[src/rtl/rtc_bus_arbiter_if.sv]
// Bus bundle for rtc_bus_arbiter: three requester channels, the result path
// back to the requesters, and the command/completion path to the RTC bus engine.
//   slave  : arbiter side. It drives gnt/ack/rdata/eng_*/busy/timeout_err.
//   master : environment side. It covers the requesters and the engine.
interface rtc_bus_arbiter_if;
  logic       req_init;
  logic       req_us;
  logic       req_rd;
  logic [7:0] addr_init;
  logic [7:0] addr_us;
  logic [7:0] addr_rd;
  logic [7:0] wdata_init;
  logic [7:0] wdata_us;
  logic [2:0] gnt;
  logic [2:0] ack;
  logic [7:0] rdata;
  logic       eng_start;
  logic [7:0] eng_addr;
  logic [7:0] eng_wdata;
  logic       eng_we;
  logic       eng_done;
  logic [7:0] eng_rdata;
  logic       busy;
  logic       timeout_err;

  modport slave (
    input  req_init, req_us, req_rd, addr_init, addr_us, addr_rd,
           wdata_init, wdata_us, eng_done, eng_rdata,
    output gnt, ack, rdata, eng_start, eng_addr, eng_wdata, eng_we,
           busy, timeout_err
  );

  modport master (
    output req_init, req_us, req_rd, addr_init, addr_us, addr_rd,
           wdata_init, wdata_us, eng_done, eng_rdata,
    input  gnt, ack, rdata, eng_start, eng_addr, eng_wdata, eng_we,
           busy, timeout_err
  );
endinterface

[src/rtl/rtc_bus_arbiter.sv]
// rtc_bus_arbiter: arbitrates three RTC register requesters (init > user > read,
// with anti-starvation for read) onto a single RTC bus engine. One transaction is
// in flight at a time: IDLE -> START -> WAIT -> ACK.
// Ports:
//   CLK   - clock
//   reset - synchronous, active-high
//   bus   - rtc_bus_arbiter_if.slave (requests, grants/acks, rdata, engine cmd)
// Optional feature: define RTC_ARB_TIMEOUT_EN to abort an engine wait after
// TIMEOUT_CYCLES cycles (timeout_err pulses with ack). Without it WAIT is unbounded
// and timeout_err is tied low.
module rtc_bus_arbiter #(
  parameter int unsigned TIMEOUT_CYCLES = 255,
  parameter int unsigned STARVE_LIMIT   = 4
) (
  input logic              CLK,
  input logic              reset,
  rtc_bus_arbiter_if.slave bus
);

  localparam int unsigned SCW = 4;
  localparam logic [SCW-1:0] STARVE_MAX = SCW'(STARVE_LIMIT);

  // Elaboration-time parameter range checks
  if (STARVE_LIMIT < 1 || STARVE_LIMIT > 15) begin : g_bad_starve
    $error("rtc_bus_arbiter: STARVE_LIMIT must be 1..15");
  end
  if (TIMEOUT_CYCLES < 1 || TIMEOUT_CYCLES > 255) begin : g_bad_timeout
    $error("rtc_bus_arbiter: TIMEOUT_CYCLES must be 1..255");
  end

  typedef enum logic [1:0] {IDLE, START, WAIT, ACK} state_t;

  state_t         state;
  logic [SCW-1:0] starve_cnt;
  logic           starved;
  logic [2:0]     pick;

`ifdef RTC_ARB_TIMEOUT_EN
  localparam int unsigned WCW = 8;
  localparam logic [WCW-1:0] TMO_MAX = WCW'(TIMEOUT_CYCLES);
  logic [WCW-1:0] wait_cnt;
`else
  assign bus.timeout_err = 1'b0;
`endif

  // Read overtakes user once user has been granted STARVE_LIMIT times in a row
  // while the read was waiting.
  assign starved = (starve_cnt == STARVE_MAX) && bus.req_rd;

  // One-hot winner among the current requests
  always_comb begin
    pick = 3'b000;
    if (bus.req_init)                pick = 3'b001;
    else if (bus.req_us && !starved) pick = 3'b010;
    else if (bus.req_rd)             pick = 3'b100;
  end

  // Arbitration FSM with registered outputs
  always_ff @(posedge CLK) begin
    if (reset) begin
      state         <= IDLE;
      starve_cnt    <= '0;
      bus.gnt       <= 3'b000;
      bus.ack       <= 3'b000;
      bus.rdata     <= 8'h00;
      bus.eng_start <= 1'b0;
      bus.eng_addr  <= 8'h00;
      bus.eng_wdata <= 8'h00;
      bus.eng_we    <= 1'b0;
      bus.busy      <= 1'b0;
`ifdef RTC_ARB_TIMEOUT_EN
      bus.timeout_err <= 1'b0;
      wait_cnt        <= '0;
`endif
    end else begin
      bus.ack       <= 3'b000;
      bus.eng_start <= 1'b0;
`ifdef RTC_ARB_TIMEOUT_EN
      bus.timeout_err <= 1'b0;
`endif
      case (state)
        IDLE: begin
          if (pick != 3'b000) begin
            state         <= START;
            bus.gnt       <= pick;
            bus.busy      <= 1'b1;
            bus.eng_start <= 1'b1;
            if (pick[0]) begin
              bus.eng_addr  <= bus.addr_init;
              bus.eng_wdata <= bus.wdata_init;
              bus.eng_we    <= 1'b1;
            end else if (pick[1]) begin
              bus.eng_addr  <= bus.addr_us;
              bus.eng_wdata <= bus.wdata_us;
              bus.eng_we    <= 1'b1;
              if (bus.req_rd && starve_cnt != STARVE_MAX)
                starve_cnt <= starve_cnt + SCW'(1);
            end else begin
              // Reads carry no data; eng_wdata keeps its last value
              bus.eng_addr <= bus.addr_rd;
              bus.eng_we   <= 1'b0;
              starve_cnt   <= '0;
            end
          end
        end
        START: begin
          state <= WAIT;
`ifdef RTC_ARB_TIMEOUT_EN
          wait_cnt <= '0;
`endif
        end
        WAIT: begin
          if (bus.eng_done) begin
            state     <= ACK;
            bus.rdata <= bus.eng_rdata;
            bus.ack   <= bus.gnt;
          end
`ifdef RTC_ARB_TIMEOUT_EN
          else if (wait_cnt == TMO_MAX) begin
            // Abort: complete toward the requester but keep the old rdata
            state           <= ACK;
            bus.ack         <= bus.gnt;
            bus.timeout_err <= 1'b1;
          end else begin
            wait_cnt <= wait_cnt + WCW'(1);
          end
`endif
        end
        ACK: begin
          state    <= IDLE;
          bus.gnt  <= 3'b000;
          bus.busy <= 1'b0;
        end
        default: state <= IDLE;
      endcase
    end
  end

endmodule

[src/flat_wrapper.sv]
// flat-port wrapper written by rule: the top's interface ports become plain ports
module rtc_bus_arbiter_flat 
#(
  parameter int unsigned TIMEOUT_CYCLES = 255,
  parameter int unsigned STARVE_LIMIT   = 4
)
  (CLK, reset, bus_req_init, bus_req_us, bus_req_rd, bus_addr_init, bus_addr_us, bus_addr_rd, bus_wdata_init, bus_wdata_us, bus_eng_done, bus_eng_rdata, bus_gnt, bus_ack, bus_rdata, bus_eng_start, bus_eng_addr, bus_eng_wdata, bus_eng_we, bus_busy, bus_timeout_err);
  rtc_bus_arbiter_if bus_i ();
  input logic CLK;
  input logic reset;
  input wire logic [$bits(bus_i.req_init)-1:0] bus_req_init;
  input wire logic [$bits(bus_i.req_us)-1:0] bus_req_us;
  input wire logic [$bits(bus_i.req_rd)-1:0] bus_req_rd;
  input wire logic [$bits(bus_i.addr_init)-1:0] bus_addr_init;
  input wire logic [$bits(bus_i.addr_us)-1:0] bus_addr_us;
  input wire logic [$bits(bus_i.addr_rd)-1:0] bus_addr_rd;
  input wire logic [$bits(bus_i.wdata_init)-1:0] bus_wdata_init;
  input wire logic [$bits(bus_i.wdata_us)-1:0] bus_wdata_us;
  input wire logic [$bits(bus_i.eng_done)-1:0] bus_eng_done;
  input wire logic [$bits(bus_i.eng_rdata)-1:0] bus_eng_rdata;
  output wire logic [$bits(bus_i.gnt)-1:0] bus_gnt;
  output wire logic [$bits(bus_i.ack)-1:0] bus_ack;
  output wire logic [$bits(bus_i.rdata)-1:0] bus_rdata;
  output wire logic [$bits(bus_i.eng_start)-1:0] bus_eng_start;
  output wire logic [$bits(bus_i.eng_addr)-1:0] bus_eng_addr;
  output wire logic [$bits(bus_i.eng_wdata)-1:0] bus_eng_wdata;
  output wire logic [$bits(bus_i.eng_we)-1:0] bus_eng_we;
  output wire logic [$bits(bus_i.busy)-1:0] bus_busy;
  output wire logic [$bits(bus_i.timeout_err)-1:0] bus_timeout_err;
  assign bus_i.req_init = bus_req_init;
  assign bus_i.req_us = bus_req_us;
  assign bus_i.req_rd = bus_req_rd;
  assign bus_i.addr_init = bus_addr_init;
  assign bus_i.addr_us = bus_addr_us;
  assign bus_i.addr_rd = bus_addr_rd;
  assign bus_i.wdata_init = bus_wdata_init;
  assign bus_i.wdata_us = bus_wdata_us;
  assign bus_i.eng_done = bus_eng_done;
  assign bus_i.eng_rdata = bus_eng_rdata;
  assign bus_gnt = bus_i.gnt;
  assign bus_ack = bus_i.ack;
  assign bus_rdata = bus_i.rdata;
  assign bus_eng_start = bus_i.eng_start;
  assign bus_eng_addr = bus_i.eng_addr;
  assign bus_eng_wdata = bus_i.eng_wdata;
  assign bus_eng_we = bus_i.eng_we;
  assign bus_busy = bus_i.busy;
  assign bus_timeout_err = bus_i.timeout_err;
  rtc_bus_arbiter #(.TIMEOUT_CYCLES(TIMEOUT_CYCLES), .STARVE_LIMIT(STARVE_LIMIT)) u_core (.CLK(CLK), .reset(reset), .bus(bus_i));
endmodule
[config.mk]
export PLATFORM = sky130hd
export DESIGN_NAME = rtc_bus_arbiter_flat
export DESIGN_NICKNAME = d
export VERILOG_FILES = /design/src/rtl/rtc_bus_arbiter_if.sv /design/src/rtl/rtc_bus_arbiter.sv /design/src/flat_wrapper.sv
export SDC_FILE = /design/constraint.sdc
export NUM_CORES = 1
export LEC_CHECK = 0
export BUFFER_PORTS_ARGS = -buffer_cell sky130_fd_sc_hd__buf_4
export CORE_MARGIN = 1.5
export CORE_UTILIZATION = 50
export CTS_CLUSTER_DIAMETER = 50
export CTS_CLUSTER_SIZE = 12
export DETAILED_ROUTE_END_ITERATION = 8
export PLACE_DENSITY_LB_ADDON = 0.25
export SLEW_MARGIN = 20
export SYNTH_ARGS = -nofsm -noshare
export SYNTH_HDL_FRONTEND = slang
export SYNTH_SLANG_ARGS = --single-unit
[constraint.sdc]
create_clock -name CLK -period 2.45 [get_ports CLK]
set_clock_uncertainty 0.05 [all_clocks]
set_input_delay 0.1225 -clock CLK [delete_from_list [all_inputs] [get_ports CLK]]
set_output_delay 0.1225 -clock CLK [all_outputs]
set_load 0.02 [all_outputs]
Yosys cells after proc, flatten, opt, wreduce, memory -nomap -nowiden
Cells that the tools add are included.

Logic and storage cells: 58. Output and inout bits: 34. Bits in registers: 39.

Add/subtract/negate cells: 1. Multiplexer cells: 19. Bitwise gates (word level): 4. Reductions and logical operators: 16. Equality and inequality tests: 8.

Operators with widths (number): $mux W8 (4); $mux W3 (4); $mux W4 (2); $pmux W2 S4 (1); $reduce_and A2 Y1 (4); $pmux W3 S2 (1); $add A4 B1 Y4 const B (1); $eq A2 B2 Y1 const B (2); $eq A4 B3 Y1 const B (1); $mux W1 (4); $mux W2 (2); $ne A2 B2 Y1 const B (2); $ne A4 B3 Y1 const B (1); $not A1 Y1 (4); $reduce_and A4 Y1 (1); $reduce_bool A2 Y1 (2); $logic_and A1 B1 Y1 (3); $reduce_and A3 Y1 (1); $reduce_bool A3 Y1 (1); $reduce_or A3 Y1 (1); $eq A2 B1 Y1 const B (1); $logic_not A2 Y1 (1); $ne A2 B1 Y1 const B (1); $pmux W1 S2 (1); other kinds (2) (2).

Longest topological paths before layout
Gate-level depths: netlist (run 1).

Depth in word-level cells: 9. Depth in mapped cells: 7. Mapped depth without buffers: 5.

Worst setup path before layout (run 1)
Ideal clock, no wire load.

Path kind: register to register. Start: register u_core.state[1]. End: register u_core.state[1]. Path slack: 776 ps. Data arrival time: 1508 ps. Clock period less this slack: 1674 ps. Setup time: 116 ps. Stages on the path, launching flop included: 7. Required time: 2284 ps. Buffers on the path: 2. Path through: dfxtp_1 inv_1 ha_1 buf_2 or4b_4 buf_6 a41o_1.

Longest elaborated chain between the ends: 3. Elaborated cells on any way between the ends: 8. Classes of those cells: 5 x eq/ne; 1 x mux; 2 x reduce/logical.

RTL lines: from (decl) (line rtc_bus_arbiter.sv:33) `state_t state;`; from (signal assigned) (line rtc_bus_arbiter.sv:61) `state <= IDLE;`; from (signal assigned) (line rtc_bus_arbiter.sv:84) `state <= START;`; from (signal assigned) (line rtc_bus_arbiter.sv:107) `state <= WAIT;`; $eq A2 B2 Y1 or $logic_not A2 Y1 (tied branches) (line rtc_bus_arbiter.sv:81) `case (state)`; $ne A2 B2 Y1 (no source line) or $ne A2 B1 Y1 (tied branches); $reduce_and A2 Y1 (no source line).

Parallel ways exist; a longest one is shown, timed or not. A chain may end at the register's enable or synchronous reset.

Worst setup path after layout (run 1)
Start: register u_core.starve_cnt[0]. End: register u_core.bus.eng_wdata[1].

Longest elaborated chain between the ends: 8. Elaborated cells on any way between the ends: 10. Classes of those cells: 1 x eq/ne; 3 x mux; 6 x reduce/logical.

RTL lines: from (decl) (line rtc_bus_arbiter.sv:34) `logic [SCW-1:0] starve_cnt;`; from (signal assigned) (line rtc_bus_arbiter.sv:97) `starve_cnt <= starve_cnt + SCW'(1);`; $eq A4 B3 Y1 * (line rtc_bus_arbiter.sv:48) `assign starved = (starve_cnt == STARVE_MAX) && bus.req_rd;`; $logic_and A1 B1 Y1 * (line rtc_bus_arbiter.sv:48); $logic_not A1 Y1 * (line rtc_bus_arbiter.sv:54) `else if (bus.req_us && !starved) pick = 3'b010;`; $logic_and A1 B1 Y1 * (line rtc_bus_arbiter.sv:54); $mux W3 * (line rtc_bus_arbiter.sv:54); $mux W3 * (line rtc_bus_arbiter.sv:53) `if (bus.req_init) pick = 3'b001;`; $reduce_bool A3 Y1 or $reduce_bool A2 Y1 (tied branches); $reduce_and A3 Y1 (no source line); to (signal assigned) (line rtc_bus_arbiter.sv:90) `bus.eng_wdata <= bus.wdata_init;`; to (signal assigned) (line rtc_bus_arbiter.sv:94) `bus.eng_wdata <= bus.wdata_us;`; to (decl) (line rtc_bus_arbiter_if.sv:29) `output gnt, ack, rdata, eng_start, eng_addr, eng_wdata, eng_we,`.

Mark *: on every way between the ends. The rest lies on a longest branch, timed or not.

==> results of run 1 <==
report_power, final:
| part | internal (mW) | switching, mW | leakage (nW) |
|---|---|---|---|
| clock | 0.329 | 0.212 | 0.0612 |
| sequential | 0.790 | 0.0880 | 0.321 |
| combinational | 0.482 | 0.594 | 0.803 |
cell type report:
cell class	instances	area, µm²	area share, %
clock buffers	6	82.6	3.09
clock inverters	2	35.0	1.31
inverters	6	22.5	0.842
multi-input cells	154	1030	38.4
flip-flops and latches	39	781	29.2
well taps	48	60.1	2.24
repair buffers	89	668	25.0
flip-flops by register name, summed over array words and instances (netlist names):
register	count
u_core.bus.eng_we	1
u_core.bus.busy	1
u_core.starve_cnt	4
u_core.bus.gnt	3
u_core.bus.eng_start	1
u_core.bus.eng_wdata	8
u_core.bus.eng_addr	8
u_core.bus.ack	3
u_core.bus.rdata	8
u_core.state	2
per-layer routing:
layer  GRT usage, %  part of all wire [%]
met5              0                     0
met4           8.59                   1.2
met3           4.28                   6.3
met1           27.6                    41
met2           41.5                    52
metrics by stage:
| step | hold slack, ps | power (mW) |
|---|---|---|
| after floorplan | 220 | 1.56 |
| after global placement | 337 | 1.94 |
| after detailed placement | 343 | 1.96 |
| after CTS | 34.9 | 2.51 |
| after global routing | 31.1 | 2.65 |
| final | 42.9 | 2.50 |
logic make-up (layout without fill, tap and decap cells):
| family | count (synthesis) | count (layout) | share of synthesized area [%] |
|---|---|---|---|
| AO/OA/AOI/OAI | 63 | 63 | 23.5 |
| adder cells (fa/ha/maj) | 6 | 6 | 3.88 |
| buffers and inverters | 25 | 103 | 6.47 |
| flip-flops | 39 | 39 | 40.4 |
| multiplexers | 8 | 8 | 4.14 |
| other | 1 | 1 | 0.194 |
| AND/OR/NAND/NOR | 76 | 76 | 21.4 |
cells in the final DEF (no fill, tap or decap), types with 2 or more instances in the layout:
| cell | n |
|---|---|
| a32o_1 | 2 |
| nor3b_1 | 4 |
| nand2_1 | 24 |
| nand4_1 | 3 |
| o221a_2 | 8 |
| mux2i_1 | 8 |
| and4b_1 | 2 |
| clkbuf_8 | 6 |
| inv_1 | 6 |
| nor2b_1 | 9 |
| buf_4 | 89 |
| nand4b_1 | 3 |
| ha_1 | 6 |
| nor2_1 | 5 |
| a31oi_1 | 6 |
| nand3_1 | 18 |
| o21ai_0 | 12 |
| a311oi_1 | 4 |
| dfxtp_1 | 39 |
| a21oi_1 | 19 |
how the worst max path moves through the flow:
stage                                      start                                    to  slack [ps]
2_1_floorplan       u_core.state[1]$_SDFFE_PP0P_          u_core.state[1]$_SDFFE_PP0P_         780
3_3_place_gp   u_core.starve_cnt[0]$_SDFFE_PP0P_  u_core.bus.eng_wdata[6]$_SDFFE_PP0P_         760
3_5_place_dp   u_core.starve_cnt[0]$_SDFFE_PP0P_  u_core.bus.eng_wdata[7]$_SDFFE_PP0P_         690
4_1_cts        u_core.starve_cnt[0]$_SDFFE_PP0P_  u_core.bus.eng_wdata[1]$_SDFFE_PP0P_         660
5_1_grt             u_core.state[0]$_SDFFE_PP0P_        u_core.bus.gnt[1]$_SDFFE_PP0P_         520
6_report       u_core.starve_cnt[0]$_SDFFE_PP0P_  u_core.bus.eng_wdata[1]$_SDFFE_PP0P_         670
worst min-delay path: stages:
cell,delay (ps)
buf_4,110
nand3_1,50
a21oi_1,50
==> flow_summary.ini, run 1 <==
[run_status]
status = finished clean

[placed_design]
place.gp.congestion = 0.854
dp_hpwl_um = 3410
place_area_um2 = 2560
portBuffers = 86
pre_cts_slack_ps = 689
dp.cells = 336

[min_path]
hold_depth = 3
hold_path_end = u_core.bus.rdata[2]$_SDFFE_PP0P_
worstHoldStart = bus_eng_rdata[2]
hp-class = in2reg

[setup_path]
worstPathRequired_ps = 2630
cp_top_family = compound AO/OA/AOI/OAI gates
endpoint_kind = flip-flop
worstPathArrival_ps = 1960
timing.rr.end = u_core.bus.eng_wdata[1]$_SDFFE_PP0P_
criticalPathCategory = reg2reg
critPathMaxStageDelay_ps = 410
crit_path_max_fanout = 10
critical_path.cell_chain = inv_1, ha_1, and4b_1, o21ai_2, o221a_2
r2r_slack_ps = 670
cpMaxStageDelayCell = o21ai_2
reg2regPathDepth = 5
path_depth = 5
worstReg2RegStart = u_core.starve_cnt[0]$_SDFFE_PP0P_
worstSetupStartpointType = flip-flop
worst-path-buf-inv = 1

[floorplan]
io_pins = 88
die_w_um = 65.2
num_rows = 22
core_um2 = 3690
start_util_pct = 52.4
die_area_um2 = 4250
die_height_um = 65.2

[clock_tree]
cts-resized-gates = 0
clkTransAtPathRegs_ps = 70
cts_tree = yes
cts.sinks = 39
post_cts_buffers = 0
cts_hold_buf = 0
numCtsBuffers = 5
clk_latency_ps = 290
cts_root_buffer = clkbuf_8
clk_path_buf_depth = 2
h-tree-depth = 2

[final_layout]
nFillCells = 313
nets = 355
drive_above_1_share_pct = 37.8
final_cells = 344
stdcell_area_um2 = 2680
syn2layout_area_growth_pct = 38.4
final_util_pct = 72.6
antenna_cells = 0

[global_routing]
grt_max_degree = 36
grt_overflow = 0
grt_usage_pct = 23.2
grt_antenna_before_repair = 0
grt_pass1_vias = 1749
grt_pass1_wl_um = 7770

[sta]
min_period_ps = 1780
maxSlewHeadroom_pct = 59.6
hold_viol = 0
worstMarginPinSlew_ps = 602
fmax_mhz = 561
maxSlewViolCount = 0
fin_ws_ps = 668
rsz0062_at_grt = no
setup_viol = 0
period_share_pct = 72.7
fin_tns_setup_ps = 0

[detailed_routing]
first_pass_iters = 4
drtAntennaViolNets = 0
drc = 0
via_per_inst = 5.48
vias = 1886
wl_per_cell_um = 13.9
drt_iter0_drc = 111
route.final.wire_length_um = 4770

[yosys]
synth_commonest_cells = dfxtp_1, nand2_1, a21oi_1
synth.net_count = 278
synth_edf_count = 0
syn-cell-area_um2 = 1930
synth_top_area_share_pct = 40.4
syn_area_per_cell_um2 = 8.87
async_flop_share_pct = 0
synth_most_common_cell = dfxtp_1
synth_top_area_cell = dfxtp_1
ys_seq_area_share_pct = 40.4
yosys_warnings = 0
ys_types = 44
synthFlopType = dfxtp_1
netlist_instances = 218
ys_top_cells_by_area = dfxtp_1, a21oi_1, nand3_1, nand2_1, o221a_2
synth-seq-cells = 39

[flow_run]
max_cap_violations = 0

[power_and_ir_drop]
powerDensity_nw_per_um2 = 933
leakagePower_nw = 1.18
vdd_drop_max_v = 0.000693
No activity file was read; power rests on OpenSTA's default activity.
==> inputs of run 2 (changes only) <==
--- a/config.mk
+++ b/config.mk
@@ -7,7 +7,7 @@
 export LEC_CHECK = 0
 export BUFFER_PORTS_ARGS = -buffer_cell sky130_fd_sc_hd__buf_4
 export CORE_MARGIN = 1.5
-export CORE_UTILIZATION = 50
+export CORE_UTILIZATION = 42
 export CTS_CLUSTER_DIAMETER = 50
 export CTS_CLUSTER_SIZE = 12
 export DETAILED_ROUTE_END_ITERATION = 8
==> constraint.sdc (replaced) <==
create_clock -name CLK -period 1.6 [get_ports CLK]
set_clock_uncertainty 0.05 [all_clocks]
set_input_delay 0.08 -clock CLK [delete_from_list [all_inputs] [get_ports CLK]]
set_output_delay 0.08 -clock CLK [all_outputs]
set_load 0.02 [all_outputs]
==> run 2 against run 1 <==
Clock-buffer cell count unchanged. Sequential cell count unchanged. Utilization decreased by 6.8 points. Sequential share of layout area decreased by 1.9 points. Cell count increased by 6.7%. Via count increased by 5.1%. Critical path type unchanged. Highest routed layer unchanged.
==> flow_summary.ini, run 2 (same netlist as run 1, synthesis figures left out) <==
[clock_tree]
cts_tree = yes
cts_root_buffer = clkbuf_8
clkTransAtPathRegs_ps = 80
clk_path_buf_depth = 2
h-tree-depth = 2
numCtsBuffers = 5
cts.sinks = 39
clk_latency_ps = 290

[final_layout]
stdcell_area_um2 = 2880
drive_above_1_share_pct = 41.9
syn2layout_area_growth_pct = 49.1
layout_commonest_cell = buf_4
reg_top3 = u_core.bus.eng_addr: 8 flops, u_core.bus.eng_wdata: 8 flops, u_core.bus.rdata: 8 flops
nets = 374
antenna_cells = 0
mostFrequentLayoutCells = buf_4, dfxtp_1, nand2_1, nand3_1, a21oi_1

[global_routing]
grt_antenna_before_repair = 0
grt_usage_pct = 21.1
grt_pass1_wl_um = 8480
grt_overflow = 0
grt_pass1_vias = 1896
grt_max_degree = 25

[power_and_ir_drop]
vdd_drop_max_v = 0.000665
powerDensity_nw_per_um2 = 1390
leakagePower_nw = 1.28

[floorplan]
die_area_um2 = 5020
core_um2 = 4380
num_rows = 24
die_w_um = 70.8
io_pins = 88
start_util_pct = 44.1
die_height_um = 70.8

[placed_design]
place.gp.congestion = 0.818
place_area_um2 = 2620
dp_hpwl_um = 3550
portBuffers = 86

[sta]
maxSlewViolCount = 0
period_share_pct = 96.4
worstMarginPinSlew_ps = 661
fmax_mhz = 648
min_period_ps = 1540
setup_viol = 0
maxSlewHeadroom_pct = 55.7
fin_tns_setup_ps = 0
hold_viol = 0

[setup_path]
crit_path_max_fanout = 6
worst-path-buf-inv = 1
critical_path.cell_chain = inv_2, ha_4, or4b_4, a21oi_4, a22o_1
worstPathRequired_ps = 1790
cpMaxStageDelayCell = or4b_4
worstSetupStartpointType = flip-flop
criticalPathCategory = reg2reg
cp_top_family = simple AND/OR/NAND/NOR gates
worstPathArrival_ps = 1730
endpoint_kind = flip-flop
critPathMaxStageDelay_ps = 530

[detailed_routing]
drtAntennaViolNets = 0
vias = 1982
first_pass_iters = 4
via_per_inst = 5.40
drc = 0
met1Wirelength_um = 2170
drt_iter0_drc = 99
met2_length_um = 2730
wl_per_cell_um = 14.2
top_layer_used = met4
route.final.wire_length_um = 5210
wl_met3_um = 229

[min_path]
hp-class = in2reg

[flow_run]
max_cap_violations = 0

[run_status]
status = finished clean
-- run 2: cell types whose count changed in the layout (fill, tap and decap cells not counted), sizes merged --
cell         previous run  this run
dlygate4sd3             0         8
buf                    89       100
-- run 2: path summary, 6_finish.rpt --
check                                                 startpoint                             endpoint  slack (ps)  cells after the start
worst max-delay path                u_core.state[1]$_SDFFE_PP0P_       u_core.bus.gnt[0]$_SDFFE_PP0P_          60                      5
worst min register to register  u_core.bus.rdata[6]$_SDFFE_PP0P_     u_core.bus.rdata[6]$_SDFFE_PP0P_         410                      2
worst max register to register      u_core.state[1]$_SDFFE_PP0P_       u_core.bus.gnt[0]$_SDFFE_PP0P_          60                      5
worst min-delay path                              bus_addr_us[1]  u_core.bus.eng_addr[1]$_SDFFE_PP0P_          20                      3
-- run 2: timing repair --
action                                  4_1_cts  5_1_grt
endpoints found under the hold margin         8        0
buffers inserted                              0        5
hold buffers                                  8        0
endpoints found under the setup margin        0       19
resized for setup                             0        9
-- run 2: worst reg2reg max path, cell delays in order (launching register included) --
cell and delay, ps:
dfxtp_2 340, inv_2 80, ha_4 150, or4b_4 530
a21oi_4 200, a22o_1 130
-- run 2: stage by stage --
stage                     worst slack (ps)  power (mW)  util (%)  cells  hold slack, ps
after floorplan                       5.21        2.45         -    218             178
after global placement                62.6        3.06      59.8    346             296
after detailed placement              30.1        3.10      59.8    346             301
after CTS                             7.05        3.96      64.3    362            14.1
after global routing                 -4.36        4.26      65.8    367            11.3
final                                 57.4        4.01      65.8    367            17.1
-- run 2: metal layers --
| metal | vias to the layer above | track usage [%] |
|---|---|---|
| met4 | 0 | 8.60 |
| met3 | 8 | 5.56 |
| met2 | 54 | 37.4 |
| li1 | 984 | - |
| met1 | 936 | 24.1 |
| met5 | - | 0 |
-- run 2: final cells by class --
cell class	count	area [µm²]
fillers	385	1500
inverters	6	22.5
flip-flops and latches	39	786
multi-input cells	154	1060
clock inverters	2	35.0
well taps	52	65.1
clock buffers	6	82.6
repair buffers	108	835
-- run 2: where the power goes --
part	internal [mW]	switching [mW]	leakage (nW)	total, mW
logic	0.858	0.956	0.893	1.81
registers	1.22	0.135	0.322	1.35
clock network	0.504	0.344	0.0612	0.849
total	2.58	1.44	1.28	4.01
